--- config.mk ---
export PLATFORM = sky130hd
export DESIGN_NAME = regfile_rw
export DESIGN_NICKNAME = d
export VERILOG_FILES = /design/src/rtl/regfile_rw_pkg.sv /design/src/rtl/regfile_rw_array.sv /design/src/rtl/regfile_rw.sv
export SDC_FILE = /design/constraint.sdc
export NUM_CORES = 1
export LEC_CHECK = 0
export CORE_AREA = 5 5 162 164
export DETAILED_ROUTE_END_ITERATION = 8
export DIE_AREA = 0 0 167 169
export GPL_TIMING_DRIVEN = 0
export MAX_ROUTING_LAYER = met4
export PLACE_DENSITY_LB_ADDON = 0.15
export SYNTH_ARGS = -nofsm -noshare
export SYNTH_HDL_FRONTEND = slang
export SYNTH_SLANG_ARGS = --single-unit
--- constraint.sdc ---
create_clock -name clk -period 6.2 [get_ports clk]
set_input_delay 1.55 -clock clk [delete_from_list [all_inputs] [get_ports clk]]
set_output_delay 1.55 -clock clk [all_outputs]
set_load 0.02 [all_outputs]
--- src/rtl/regfile_rw_pkg.sv ---
// Shared constants and types for the register file and the destination mux.
// Optional macro consumers: REGFILE_R0_ZERO_EN (register 0 hardwired to zero).
package regfile_rw_pkg;

    localparam int DATA_W   = 16;
    localparam int ADDR_W   = 4;
    localparam int NUM_REGS = 1 << ADDR_W;
    localparam int LINK_REG = 7;

    typedef logic [DATA_W-1:0] data_t;
    typedef logic [ADDR_W-1:0] addr_t;

    // Destination mux select, shared with the write-address mux upstream.
    typedef enum logic [1:0] {
        REGDST_RT = 2'd0,
        REGDST_RD = 2'd1,
        REGDST_RS = 2'd2,
        REGDST_R7 = 2'd3
    } regdst_e;

endpackage

--- src/rtl/regfile_rw_array.sv ---
// Storage array: synchronous reset, one write port, two combinational read
// ports and a fixed tap on one register. Honours REGFILE_R0_ZERO_EN.
module regfile_array
    import regfile_rw_pkg::*;
#(
    parameter int TAP_IDX = LINK_REG
) (
    input  logic  i_clk,
    input  logic  i_rst_n,
    input  logic  i_we,
    input  addr_t i_wa,
    input  data_t i_wd,
    input  addr_t i_ra1,
    input  addr_t i_ra2,
    output data_t o_rd1,
    output data_t o_rd2,
    output data_t o_tap
);

    logic [NUM_REGS-1:0][DATA_W-1:0] r_mem;
    logic                            w_we;

`ifdef REGFILE_R0_ZERO_EN
    assign w_we  = i_we && (i_wa != '0);
    assign o_rd1 = (i_ra1 == '0) ? '0 : r_mem[i_ra1];
    assign o_rd2 = (i_ra2 == '0) ? '0 : r_mem[i_ra2];
`else
    assign w_we  = i_we;
    assign o_rd1 = r_mem[i_ra1];
    assign o_rd2 = r_mem[i_ra2];
`endif

    assign o_tap = r_mem[TAP_IDX];

    always_ff @(posedge i_clk) begin
        if (!i_rst_n) begin
            r_mem <= '0;
        end else if (w_we) begin
            r_mem[i_wa] <= i_wd;
        end
    end

endmodule

--- src/rtl/regfile_rw.sv ---
// Register file with A/B operand latch, same-edge write forwarding into A/B
// and a link-register tap. Optional: REGFILE_R0_ZERO_EN.
module regfile_rw
    import regfile_rw_pkg::*;
(
    input  logic  clk,
    input  logic  rst_n,
    input  logic  RegWrite,
    input  addr_t wa,
    input  data_t wd,
    input  addr_t ra1,
    input  addr_t ra2,
    output data_t rd1,
    output data_t rd2,
    input  logic  LoadAB,
    output data_t A,
    output data_t B,
    output data_t link
);

    data_t r_a;
    data_t r_b;
    data_t w_rd1;
    data_t w_rd2;
    logic  w_wr_ok;
    logic  w_fwd1;
    logic  w_fwd2;

    regfile_array #(
        .TAP_IDX (LINK_REG)
    ) u_array (
        .i_clk   (clk),
        .i_rst_n (rst_n),
        .i_we    (RegWrite),
        .i_wa    (wa),
        .i_wd    (wd),
        .i_ra1   (ra1),
        .i_ra2   (ra2),
        .o_rd1   (w_rd1),
        .o_rd2   (w_rd2),
        .o_tap   (link)
    );

    // A dropped write to r0 must never be forwarded into A/B.
`ifdef REGFILE_R0_ZERO_EN
    assign w_wr_ok = RegWrite && (wa != '0);
`else
    assign w_wr_ok = RegWrite;
`endif

    assign w_fwd1 = w_wr_ok && (wa == ra1);
    assign w_fwd2 = w_wr_ok && (wa == ra2);

    always_ff @(posedge clk) begin
        if (!rst_n) begin
            r_a <= '0;
            r_b <= '0;
        end else if (LoadAB) begin
            r_a <= w_fwd1 ? wd : w_rd1;
            r_b <= w_fwd2 ? wd : w_rd2;
        end
    end

    assign rd1 = w_rd1;
    assign rd2 = w_rd2;
    assign A   = r_a;
    assign B   = r_b;

endmodule

==> metrics <==
Post-CTS Setup Repair Bufs 0; Wirelength per Cell 22.1 um; fin crit period 5.91 ns; DR pass1 iterations 5; endpoint type of the worst setup path primary output; CTS Buf Count 31; area share of fa/ha/maj cells after synthesis 0%; RePlAce Congestion 0.996; total wire length 48700 um; Setup TNS 0 ns; dpl hpwl 38800 um; clock sinks 288; HP Class reg -> reg; worst path cell trace clkdlybuf4s50_1 -> and2_1 -> clkbuf_1 -> clkbuf_1 -> nand2_1 -> and4_1 -> inv_1 -> clkdlybuf4s50_1; top-area cell type share of the netlist area 37.1%; CTS tree yes; width of the die 167 um; cell family with most CP delay buffers and inverters; run status finished, final reports clean; Syn Inst Count 1733; maximum clock rate 169 MHz; post-route ant nets 0; Finished Layout Cells 2201; Synth cell types 31; final hold violation count 0; Leakage Power 6.16 nW; Worst Skew 0.0208 ns; register area share after synthesis 37.1%; most frequent cells in the layout nand2_1, dfxtp_1, a21boi_0; Area contributors post-synth dfxtp_1, mux4_2, nand2_1, a21boi_0, clkbuf_1; Via-to-Cell Ratio 6.19; Reg clk slew, reported paths 0.06 ns; Vias 13622; final setup violation count 0; RSZ-0062 raised after global routing no; syn_nets 1765; slowest CP cell clkdlybuf4s50_1; Area Overhead vs Synth 14.5%; WS Path Type in -> out; clock root buffer clkbuf_16; post-synthesis mux area share 18.6%; Worst Path Required 4.65 ns; fin. max-slew vios 0; Worst EP arrival 4.36 ns; Residual DRC 0; io pins 112; number of global-route vias before repair 13428; maximum fanout along the worst path 10; Clock Latency Late Sink 0.58 ns; share of cells above drive strength 1 15.0%; PwrDens 231 nW/um2; Yosys top cell by area dfxtp_1; initial antenna violation count 0; Slew @ Worst Pin 0.770 ns; Cell Area, Synth 15500 um2; pin count of the biggest net entering global routing 16; DIE AREA 28200 um2; max cap viols 0; compound-cell area share of the yosys netlist 14.8%; Die Ht 169 um; global-route wire length before repair 75600 um; buffers and inverters on the worst path 5; slew margin rel. 48.4%; final core utilization 71.9%; Cells after DPL 2150; port bufs 87; XOR/XNOR share of the synthesized area 0.451%; crit-path max cell delay 0.61 ns; FP Rows 58; H-tree depth 1; Seq cells post-synth 288; Gates resized, CTS repair 0; Initial Utilization 62.8%; global route overflow 0; simple-gate share of the synthesized area 22.3%; largest family of logic cells by synthesized area simple AND/OR/NAND/NOR gates; Worst VDD drop 0.000238 V; syn avg cell area 8.97 um2; period utilization 95.3%; synth warn 0; Detailed Route Iter0 Violations 1508; Core Region 24700 um2; clk buf depth 3; Ant. Diodes 0; startpoint types primary input; most common cell after layout, fill and taps aside nand2_1; hold buffers post-CTS 0; Final nets 1885; gr usage total 34.9%
## area by class of cell
cell class | count | area [um2]
clock buffer | 42 | 867
sequential | 288 | 5770
timing repair buffer | 87 | 871
clock inverter | 9 | 106
multi-input combinational | 1237 | 8730
buffer | 176 | 928
tap | 330 | 413
fill | 1906 | 6950
inverter | 32 | 120
## report_power, final
| part | internal, W | switching (W) |
|---|---|---|
| Sequential | 0.00187 | 0.0000188 |
| Combinational | 0.000150 | 0.000247 |
| Clock | 0.00105 | 0.000766 |
## synthesized netlist by cell type
library cell	n
a21bo_2	2
a21boi_0	236
a21boi_1	20
a31oi_1	32
and2_1	5
and3_1	17
and3b_1	34
and4_1	32
buf_2	34
buf_4	38
buf_6	11
clkbuf_1	93
dfxtp_1	288
inv_1	32
mux4_2	128
nand2_1	652
nand2_2	1
nand2b_1	2
nand3_1	5
nand3b_4	2
nor2_1	3
nor2_2	9
nor2_4	3
nor2b_1	6
nor3_2	5
nor3_4	1
nor3b_1	1
o21ai_1	32
or3b_4	1
xnor2_1	2
xor2_1	6
## per-stage QoR
| stage | area (um2) | hold slack (ns) | total power [W] | setup slack (ns) |
|---|---|---|---|---|
| floorplan | 15500 | 0.442 | 0.00219 | 1.87 |
| global placement | 16800 | 0.450 | 0.00231 | 0.440 |
| detailed placement | 16800 | 0.460 | 0.00232 | 0.374 |
| CTS | 17800 | 0.470 | 0.00410 | 0.366 |
| global route | 17800 | 0.493 | 0.00422 | 0.250 |
| finish | 17800 | 0.468 | 0.00411 | 0.290 |
## final timing paths
check | start | endpoint | slack (ns) | depth (start not counted)
setup / recovery | ra1[1] | rd1[3] | 0.29 | 8
hold / removal | u_array.r_mem[77] | u_array.r_mem[77] | 0.47 | 2
setup reg to reg | u_array.r_mem[199] | B[7] | 4.71 | 4
hold reg to reg | u_array.r_mem[77] | u_array.r_mem[77] | 0.47 | 2
## per-layer routing
| metal | wire length (um) | share of wire [%] | track usage, % |
|---|---|---|---|
| met3 | 4530 | 9.3 | 5.49 |
| met2 | 23500 | 48 | 58.4 |
| met4 | 2100 | 4.3 | 12.7 |
| met1 | 18600 | 38 | 43.3 |
| met5 | 0 | 0 | - |
## flip-flops by register name, indices dropped and copies added, names as in the netlist
name,count
u_array.o_tap,16
u_array.r_mem,240
A,16
B,16
## worst register-to-register path, cell delays in order, from the launching register on
cell,delay (ns)
dfxtp_1,0.34
mux4_2,0.48
nand2_1,0.14
and4_1,0.30
o21ai_1,0.10
## logic make-up after synthesis
group,Yosys count
simple gates,779
compound gates,322
flops,288
buf+inv,208
mux,128
xor+xnor,8
No activity file was read; power rests on OpenSTA's default activity.
